==> src/rtl/pipe_hazard_ctrl.sv <==
// pipe_hazard_ctrl: sequencing controller for the five-stage R/I/J pipeline.
// Every cycle it decides whether IF advances, stalls or redirects, and which
// pipeline registers take a bubble.
// Hazards handled: load-use stalls, taken-branch redirects resolved in MEM,
// and multi-cycle instruction-fetch waits.
// A branch that resolves while a fetch is outstanding is buffered, and the
// redirect is issued when the fetch completes.
// A fetch that stays not-ready for too long parks the controller in a sticky
// error state.
// Optional feature: define PIPE_PERF_EN to build the stall and flush
// performance counters; otherwise both counter outputs are tied to zero.
module pipe_hazard_ctrl #(
    parameter int WAIT_W   = 8,
    parameter int WAIT_MAX = 200
) (
    input  logic        clk,
    input  logic        rst,
    input  logic        id_valid,
    input  logic [4:0]  id_rs,
    input  logic [4:0]  id_rt,
    input  logic        id_use_rs,
    input  logic        id_use_rt,
    input  logic        ex_mem_read,
    input  logic [4:0]  ex_wreg,
    input  logic        br_taken,
    input  logic [31:0] br_target,
    input  logic        imem_ready,
    output logic        if_stall,
    output logic        if_cond,
    output logic [31:0] if_condNPC,
    output logic        flush_id,
    output logic        flush_ex,
    output logic        flush_mem,
    output logic        id_hold,
    output logic        fetch_err,
    output logic [31:0] stall_cycles,
    output logic [31:0] flush_events
);

    localparam logic [1:0] ST_RUN  = 2'd0;
    localparam logic [1:0] ST_WAIT = 2'd1;
    localparam logic [1:0] ST_ERR  = 2'd2;

    localparam logic [WAIT_W-1:0] WAIT_LIM = WAIT_W'(WAIT_MAX);
    localparam logic [WAIT_W-1:0] WCNT_ONE = WAIT_W'(1);

    // True when the ID instruction reads the register a load in EX is about to write.
    function automatic logic load_use(
        input logic       v,
        input logic       mr,
        input logic [4:0] rs,
        input logic [4:0] rt,
        input logic [4:0] wreg,
        input logic       urs,
        input logic       urt
    );
        return v & mr & (wreg != 5'd0) &
               ((urs & (rs == wreg)) | (urt & (rt == wreg)));
    endfunction

    logic [1:0]        state_r, state_n;
    logic              pend_r, pend_n;
    logic [31:0]       pend_tgt_r, tgt_n;
    logic [WAIT_W-1:0] wcnt_r, wcnt_n;
    logic              fetch_err_r, err_n;

    logic              lu_s;
    logic              stall_s, cond_s, fid_s, fex_s, fmem_s, hold_s;
    logic [31:0]       npc_s;

    assign lu_s = load_use(id_valid, ex_mem_read, id_rs, id_rt, ex_wreg,
                           id_use_rs, id_use_rt);

    // Next-state and Mealy output decode; priority is branch > fetch wait > load-use.
    always_comb begin
        state_n = state_r;
        pend_n  = pend_r;
        tgt_n   = pend_tgt_r;
        wcnt_n  = wcnt_r;
        err_n   = fetch_err_r;
        stall_s = 1'b0;
        cond_s  = 1'b0;
        npc_s   = 32'd0;
        fid_s   = 1'b0;
        fex_s   = 1'b0;
        fmem_s  = 1'b0;
        hold_s  = 1'b0;
        case (state_r)
            ST_RUN: begin
                if (br_taken) begin
                    if (imem_ready) begin
                        cond_s = 1'b1;
                        npc_s  = br_target;
                    end else begin
                        // Fetch is outstanding: remember the target and redirect later.
                        stall_s = 1'b1;
                        pend_n  = 1'b1;
                        tgt_n   = br_target;
                        wcnt_n  = WCNT_ONE;
                        state_n = ST_WAIT;
                    end
                end else if (!imem_ready) begin
                    // The bubble in IF/ID also covers any load-use hazard this cycle.
                    stall_s = 1'b1;
                    fid_s   = 1'b1;
                    wcnt_n  = WCNT_ONE;
                    state_n = ST_WAIT;
                end else if (lu_s) begin
                    // The bubble in ID/EX clears the hazard, so this lasts one cycle.
                    stall_s = 1'b1;
                    hold_s  = 1'b1;
                    fex_s   = 1'b1;
                end else begin
                    stall_s = 1'b0;
                end
            end
            ST_WAIT: begin
                if (imem_ready) begin
                    state_n = ST_RUN;
                    pend_n  = 1'b0;
                    wcnt_n  = {WAIT_W{1'b0}};
                    if (br_taken) begin
                        cond_s = 1'b1;
                        npc_s  = br_target;
                        fid_s  = 1'b1;
                    end else if (pend_r) begin
                        // The IR that just arrived is wrong-path; drop it and redirect.
                        cond_s = 1'b1;
                        npc_s  = pend_tgt_r;
                        fid_s  = 1'b1;
                    end else begin
                        cond_s = 1'b0;
                    end
                end else begin
                    stall_s = 1'b1;
                    fid_s   = 1'b1;
                    if (br_taken) begin
                        // A newer branch overrides any older buffered target.
                        pend_n = 1'b1;
                        tgt_n  = br_target;
                    end else begin
                        pend_n = pend_r;
                    end
                    if (wcnt_r == WAIT_LIM) begin
                        state_n = ST_ERR;
                        err_n   = 1'b1;
                    end else begin
                        wcnt_n = wcnt_r + WCNT_ONE;
                    end
                end
            end
            ST_ERR: begin
                stall_s = 1'b1;
                fid_s   = 1'b1;
            end
            default: begin
                // An unreachable state encoding is treated as a fetch fault.
                stall_s = 1'b1;
                fid_s   = 1'b1;
                err_n   = 1'b1;
                state_n = ST_ERR;
            end
        endcase
        if (br_taken) begin
            fid_s  = 1'b1;
            fex_s  = 1'b1;
            fmem_s = 1'b1;
        end else begin
            fmem_s = 1'b0;
        end
    end

    // Controller state, pending-redirect buffer, wait counter and sticky error.
    always_ff @(posedge clk or posedge rst) begin
        if (rst) begin
            state_r     <= ST_RUN;
            pend_r      <= 1'b0;
            pend_tgt_r  <= 32'd0;
            wcnt_r      <= {WAIT_W{1'b0}};
            fetch_err_r <= 1'b0;
        end else begin
            state_r     <= state_n;
            pend_r      <= pend_n;
            pend_tgt_r  <= tgt_n;
            wcnt_r      <= wcnt_n;
            fetch_err_r <= err_n;
        end
    end

    // Combinational outputs are forced quiet while reset is held.
    assign if_stall   = stall_s & ~rst;
    assign if_cond    = cond_s & ~rst;
    assign if_condNPC = rst ? 32'd0 : npc_s;
    assign flush_id   = fid_s & ~rst;
    assign flush_ex   = fex_s & ~rst;
    assign flush_mem  = fmem_s & ~rst;
    assign id_hold    = hold_s & ~rst;
    assign fetch_err  = fetch_err_r;

`ifdef PIPE_PERF_EN
    logic [31:0] stall_cnt_r;
    logic [31:0] flush_cnt_r;

    // Saturating counts of stall cycles and of cycles with any flush.
    always_ff @(posedge clk or posedge rst) begin
        if (rst) begin
            stall_cnt_r <= 32'd0;
            flush_cnt_r <= 32'd0;
        end else begin
            if (if_stall && (stall_cnt_r != 32'hFFFF_FFFF)) begin
                stall_cnt_r <= stall_cnt_r + 32'd1;
            end else begin
                stall_cnt_r <= stall_cnt_r;
            end
            if ((flush_id || flush_ex || flush_mem) && (flush_cnt_r != 32'hFFFF_FFFF)) begin
                flush_cnt_r <= flush_cnt_r + 32'd1;
            end else begin
                flush_cnt_r <= flush_cnt_r;
            end
        end
    end

    assign stall_cycles = stall_cnt_r;
    assign flush_events = flush_cnt_r;
`else
    assign stall_cycles = 32'd0;
    assign flush_events = 32'd0;
`endif

endmodule

==> config.mk <==
export PLATFORM = sky130hd
export DESIGN_NAME = pipe_hazard_ctrl
export DESIGN_NICKNAME = d
export VERILOG_FILES = /design/src/rtl/pipe_hazard_ctrl.sv
export SDC_FILE = /design/constraint.sdc
export NUM_CORES = 1
export LEC_CHECK = 0
export CORE_AREA = 2 2 86 88
export CTS_CLUSTER_DIAMETER = 40
export DETAILED_ROUTE_END_ITERATION = 16
export DIE_AREA = 0 0 88 90
export PLACE_DENSITY = 0.86
export SLEW_MARGIN = 10
export SYNTH_ARGS = -nofsm -noshare
export SYNTH_HDL_FRONTEND = slang
export SYNTH_SLANG_ARGS = --single-unit
==> constraint.sdc <==
create_clock -name clk -period 3.5 [get_ports clk]
set_input_delay 0.525 -clock clk [delete_from_list [all_inputs] [get_ports clk]]
set_output_delay 0.525 -clock clk [all_outputs]
set_load 0.02 [all_outputs]
==> out/metrics.csv, run 1 <==
metric,value,unit
run_status,"complete, no violations",
design.die.area,0.00792,mm2
synth_xor_xnor_area_share,0.0296,
critPathMaxStageDelay,0.63,ns
static-leakage-power,1.72,nW
ctsHoldBuffers,0,
number_of_synthesized_flops_with_an_enable_pin,0,
post-synth-top-area-cell,dfrtp_1,
die_y,90,um
cp_data_arrival_time,2.63,ns
sw_frac_of_total,0.247,
vdd_drop_max,0.000192,V
whs,0.473,ns
placed_cell_area,0.00376,mm2
ys_top_cells_by_area,"dfrtp_1 (37%), buf_4 (16%), mux2_2 (12%)",
power_switching,0.283,mW
timing.critical_path.max_delay_family,buffers and inverters,
tritoncts,done,
reg2regPathDepth,6,
ys.flop_type,dfrtp_1,
critPathBufInv,3,
finalInstanceArea,0.00389,mm2
drt-pass1-iter-count,4,
chipWidth,88,um
antenna_cells,0,
post_synth_instance_area,0.00296,mm2
synth_compound_gate_area_share,0.136,
setup_slack,0.345,ns
dp.final_hpwl,4.99,mm
final_hold_viol_count,0,
pwr-share-seq,0.447,
area_growth,31.5,%
post_cts_buffers,0,
antenna_violations_before_repair,0,
syn-mean-instance-area,9.39,um2
max_freq,317,MHz
fin_crit,3.15,ns
fin_setup_tns,0,ns
timing.critical_path.depth,6,
initialDrtViolationCount,123,
clock-root-buffer,clkbuf_8,
grt_start_max_net_pins,36,
adder_cell_share_of_the_synthesized_area,0.00846,
cp.required,2.97,ns
grt_first_pass_wirelength,11.1,mm
setup_viol,0,
yosysMostFrequentCell,buf_4,
design.final.nets,461,
async_reset_ff_frac,1.00,
finish.utilization,0.554,
synthMuxAreaShare,0.125,
areal_power_density_over_the_cells,294,mW/mm2
number_of_vias_per_cell_after_detailed_routing,4.85,
skew,0.00298,ns
min_path_type,register to register,
rows,31,
core-area,0.00702,mm2
crit_path_frequent_cell,clkdlybuf4s50_1,
ctsHtreeMaxLevel,2,
holdPathStages,1,
pre_cts_slack,0.359,ns
timing.critical_path.cells,clkdlybuf4s50_1 > nor3_2 > buf_4 > a22oi_1 > nor2_1 > clkdlybuf4s50_1,
post-route-drc-count,0,
drv_cap,0,
synth_top_area_share,0.372,
p_int,0.861,mW
grt_setup_unrepaired,no,
clk_pin_slew_worst_paths,0.08,ns
synthesis.instances,315,
report.final.slew_viol_count,0,
clock_latency,0.29,ns
p_clk_frac,0.395,
postRouteWirelength,6.71,mm
route.antenna.remaining_nets,0,
synth_cell_type_count,42,
power_frac_comb,0.158,
grt_usage,0.173,
timing.critical_path.slowest_stage_cell,clkdlybuf4s50_1,
tritoncts.num_buffers,5,
main_combinational_cell_family_by_area_after_synthesis,buffers and inverters,
share_of_post_route_cells_with_drive_strength_above_1,0.119,
worstMarginPinSlew,0.782,ns
yosys_warnings,0,
clock_path_buffers,2,
vias,2439,
buffer_ports.inserted,93,
cts_sinks,44,
yosys-top-cells-count,"buf_4 (64), dfrtp_1 (44), nor2_1 (39)",
seq_area_frac_synth,0.372,
drt-wirelength-per-cell,13.3,um
floorplan.initialDensity,0.421,
cp-end-kind,primary output,
ys_ff_latch,44,
first_global_vias,2410,
critical_path_class,primary input to primary output,
simple_gate_fraction_of_synth_area,0.129,
top_level_i_o_count,158,
grt.overflow.total,0,
rel_slew_slack,0.475,
timing.critical_path.from_type,primary input,
critical_path_peak_fanout,32,
post_cts_sizing_count,0,
timing.final.crit_share,0.901,
routabilityCongestion,0.798,
state kept, by name, indices dropped and copies added (netlist names):
register and flops:
pend_tgt_r 32, wcnt_r 8, state_r 2, fetch_err 1, pend_r 1
path summary, 6_finish.rpt:
path | startpoint | to | slack (ns)
min in group asynchronous | rst | wcnt_r[4] | 1.00
max in group asynchronous | rst | pend_tgt_r[21] | 1.80
worst min register to register | fetch_err | fetch_err | 0.47
worst min-delay path | fetch_err | fetch_err | 0.47
worst max register to register | wcnt_r[0] | wcnt_r[7] | 1.45
worst max-delay path | br_taken | if_condNPC[15] | 0.35
through the flow:
step / instances / total power, mW
global route: 503 / 1.19
finish: 503 / 1.14
global placement: 496 / 0.700
floorplan: 378 / 0.671
CTS: 503 / 1.15
detailed placement: 496 / 0.702
worst reg2reg max path, stage by stage (launching register included):
cell and delay [ns]:
dfrtp_1 0.42, inv_1 0.08, ha_1 0.20, and4b_1 0.22, a311o_1 0.37, or4_1 0.54
a21oi_1 0.15
area by class of cell:
cell class	count	area (um2)
Multi-Input combinational cell	246	1510
Timing Repair Buffer	100	996
Inverter	7	26.3
Tap cell	99	124
Sequential cell	44	1100
Clock inverter	2	60.1
Fill cell	615	3130
Clock buffer	5	68.8
power by group through the flow:
stage	combinational [mW]	clock [mW]	sequential (mW)
final	0.181	0.452	0.511
after global routing	0.198	0.481	0.511
after CTS	0.181	0.461	0.511
after detailed placement	0.181	0	0.521
after global placement	0.179	0	0.521
after floorplan	0.149	0	0.522
logic make-up after synthesis:
logic type	Yosys count
buffers and inverters	88
XOR/XNOR	10
flip-flops	44
AND/OR/NAND/NOR	79
multiplexers	33
other	1
AO/OA/AOI/OAI	58
adder cells (fa/ha/maj)	2
per-layer routing:
layer | global-route usage | wire [um] | up-vias
li1 | - | - | 1142
met1 | 0.209 | 2750 | 1170
met2 | 0.303 | 3250 | 118
met3 | 0.0422 | 614 | 9
met4 | 0.0423 | 95 | 0
met5 | 0 | 0 | -
layout by cell type, fill, tap and decap left out, drive strengths merged, types with 4 or more instances in the layout:
master         count
o21ai              9
nand2             11
or4                4
a22oi             32
xor2               8
conb              64
nor2b              4
mux2              32
clkdlybuf4s50     93
inv                6
buf                7
clkbuf             5
dfrtp             44
nor3               4
a21oi              6
nor2              39
Power figures use the tool's default switching activity.
==> run 2: changes to the inputs <==
- CORE_AREA: 2 2 86 88 -> 2 2 99 77
- DIE_AREA: 0 0 88 90 -> 0 0 101 79
==> run 2 against run 1 <==
  * First-iteration DRC count down 32%
  * Register-to-register slack got worse by 0.02 ns
  * Non-clock buffer count is 1 lower
  * Critical path type unchanged
==> out/metrics.csv, run 2 (synthesized netlist as in run 1, its figures left out) <==
metric,value,unit
clock_latency,0.28,ns
postRouteWirelength,6.70,mm
grt_setup_unrepaired,no,
fin_crit,3.19,ns
finalNonFillerCells,491,
route.antenna.remaining_nets,0,
clock_path_buffers,2,
run_status,"complete, no violations",
design.die.area,0.00798,mm2
mostFrequentLayoutCell,clkdlybuf4s50_1,
total_power,1.02,mW
drt-pass1-iter-count,4,
min_path_type,register to register,
grt_first_pass_wirelength,10.4,mm
timing.critical_path.depth,7,
timing.critical_path.slowest_stage_cell,clkdlybuf4s50_1,
area_growth,29.4,%
setup.worst_path.start,imem_ready,
placed_cell_area,0.00374,mm2
design.final.nets,460,
ff2ff_setup_slack,1.43,ns
worstMarginPinSlew,0.934,ns
grt_usage,0.163,
floorplan.initialDensity,0.417,
cp-end-kind,primary output,
drt-wirelength-per-cell,13.6,um
post-route-drc-count,0,
critPathMaxStageDelay,0.65,ns
timing.critical_path.from_type,primary input,
max_freq,313,MHz
report.final.slew_viol_count,0,
reg2regPathDepth,6,
antenna_cells,0,
timing.final.crit_share,0.912,
cp_data_arrival_time,2.67,ns
crit_path_frequent_cell,clkdlybuf4s50_1,
buffer_ports.inserted,93,
final_hold_viol_count,0,
largest_register_ff_count,32,
first_global_vias,2252,
static-leakage-power,1.70,nW
tritoncts.num_buffers,5,
vdd_drop_max,0.000176,V
rel_slew_slack,0.376,
critical_path.reg2reg.startpoint,wcnt_r[0],
fin_setup_tns,0,ns
tritoncts,done,
number_of_vias_per_cell_after_detailed_routing,4.86,
clock-root-buffer,clkbuf_8,
critical_path_peak_fanout,18,
layout_common_cells,"clkdlybuf4s50_1 (93), conb_1 (64), dfrtp_1 (44)",
top_level_i_o_count,158,
setup_viol,0,
critical_path_class,primary input to primary output,
rows,27,
clk_pin_slew_worst_paths,0.08,ns
cp-endpoint,if_condNPC[11],
cp.required,2.97,ns
ctsHtreeMaxLevel,2,
finalInstanceArea,0.00383,mm2
vias,2386,
dp.final_hpwl,4.87,mm
post_cts_sizing_count,0,
drv_cap,0,
areal_power_density_over_the_cells,266,mW/mm2
share_of_post_route_cells_with_drive_strength_above_1,0.116,
worstHoldStart,fetch_err,
dp_cells,483,
pre_cts_slack,0.298,ns
grt_start_max_net_pins,45,
reg2reg_to,wcnt_r[7],
routabilityCongestion,0.823,
core-area,0.00709,mm2
setup_slack,0.307,ns
initialDrtViolationCount,84,
largest_registers,"pend_tgt_r (32), wcnt_r (8), state_r (2)",
register_with_the_most_flip_flops,pend_tgt_r,
post_cts_buffers,0,
ctsHoldBuffers,0,
critPathBufInv,3,
timing.critical_path.max_delay_family,buffers and inverters,
chipWidth,101,um
skew,0.00533,ns
grt.overflow.total,0,
cts_sinks,44,
antenna_violations_before_repair,0,
timing.critical_path.cells,clkdlybuf4s50_1 > nand2_1 > nor3_2 > buf_4 > a22oi_1 > nor2_1 > clkdlybuf4s50_1,
die_y,79,um
==> run 2: changes by cell type in the layout (fill, tap and decap cells not counted), sizes merged <==
| cell | delta |
|---|---|
| bufinv | -2 |
| inv | +1 |
| clkbuf | +3 |
| buf | -1 |
| clkinv | -1 |
==> run 2: through the flow <==
step	hold WS, ns	utilization
floorplan	0.459	-
global placement	0.447	0.527
detailed placement	0.450	0.527
CTS	0.482	0.540
global route	0.519	0.540
finish	0.470	0.540
==> run 2: layer usage <==
layer / up-vias / routed length [um] / global-route usage
li1: 1138 / - / -
met1: 1134 / 2810 / 0.201
met2: 109 / 3210 / 0.281
met3: 5 / 633 / 0.0519
met4: 0 / 40 / 0.0311
met5: - / 0 / 0
==> run 2: how the worst min path moves through the flow <==
| stage | end | cells after the start |
|---|---|---|
| floorplan | pend_tgt_r[26] | 1 |
| global placement | fetch_err | 1 |
| detailed placement | fetch_err | 1 |
| CTS | fetch_err | 1 |
| global route | pend_tgt_r[26] | 1 |
| finish | fetch_err | 1 |
==> run 2: cell type report <==
type,count,area (um2)
Fill cell,627,3270
Tap cell,87,109
Multi-Input combinational cell,246,1510
Timing Repair Buffer,99,988
Inverter,7,26.3
Sequential cell,44,1100
Clock buffer,8,90.1
==> run 2: power breakdown <==
group	switching [mW]	internal (mW)
Sequential	0.00130	0.510
Combinational	0.110	0.0696
Clock	0.164	0.161
==> run 3: changes to the inputs <==
- SLEW_MARGIN: 10 -> 5
==> results of run 3 <==
Same layout as run 2: the final DEF is identical, and so are final timing and power.
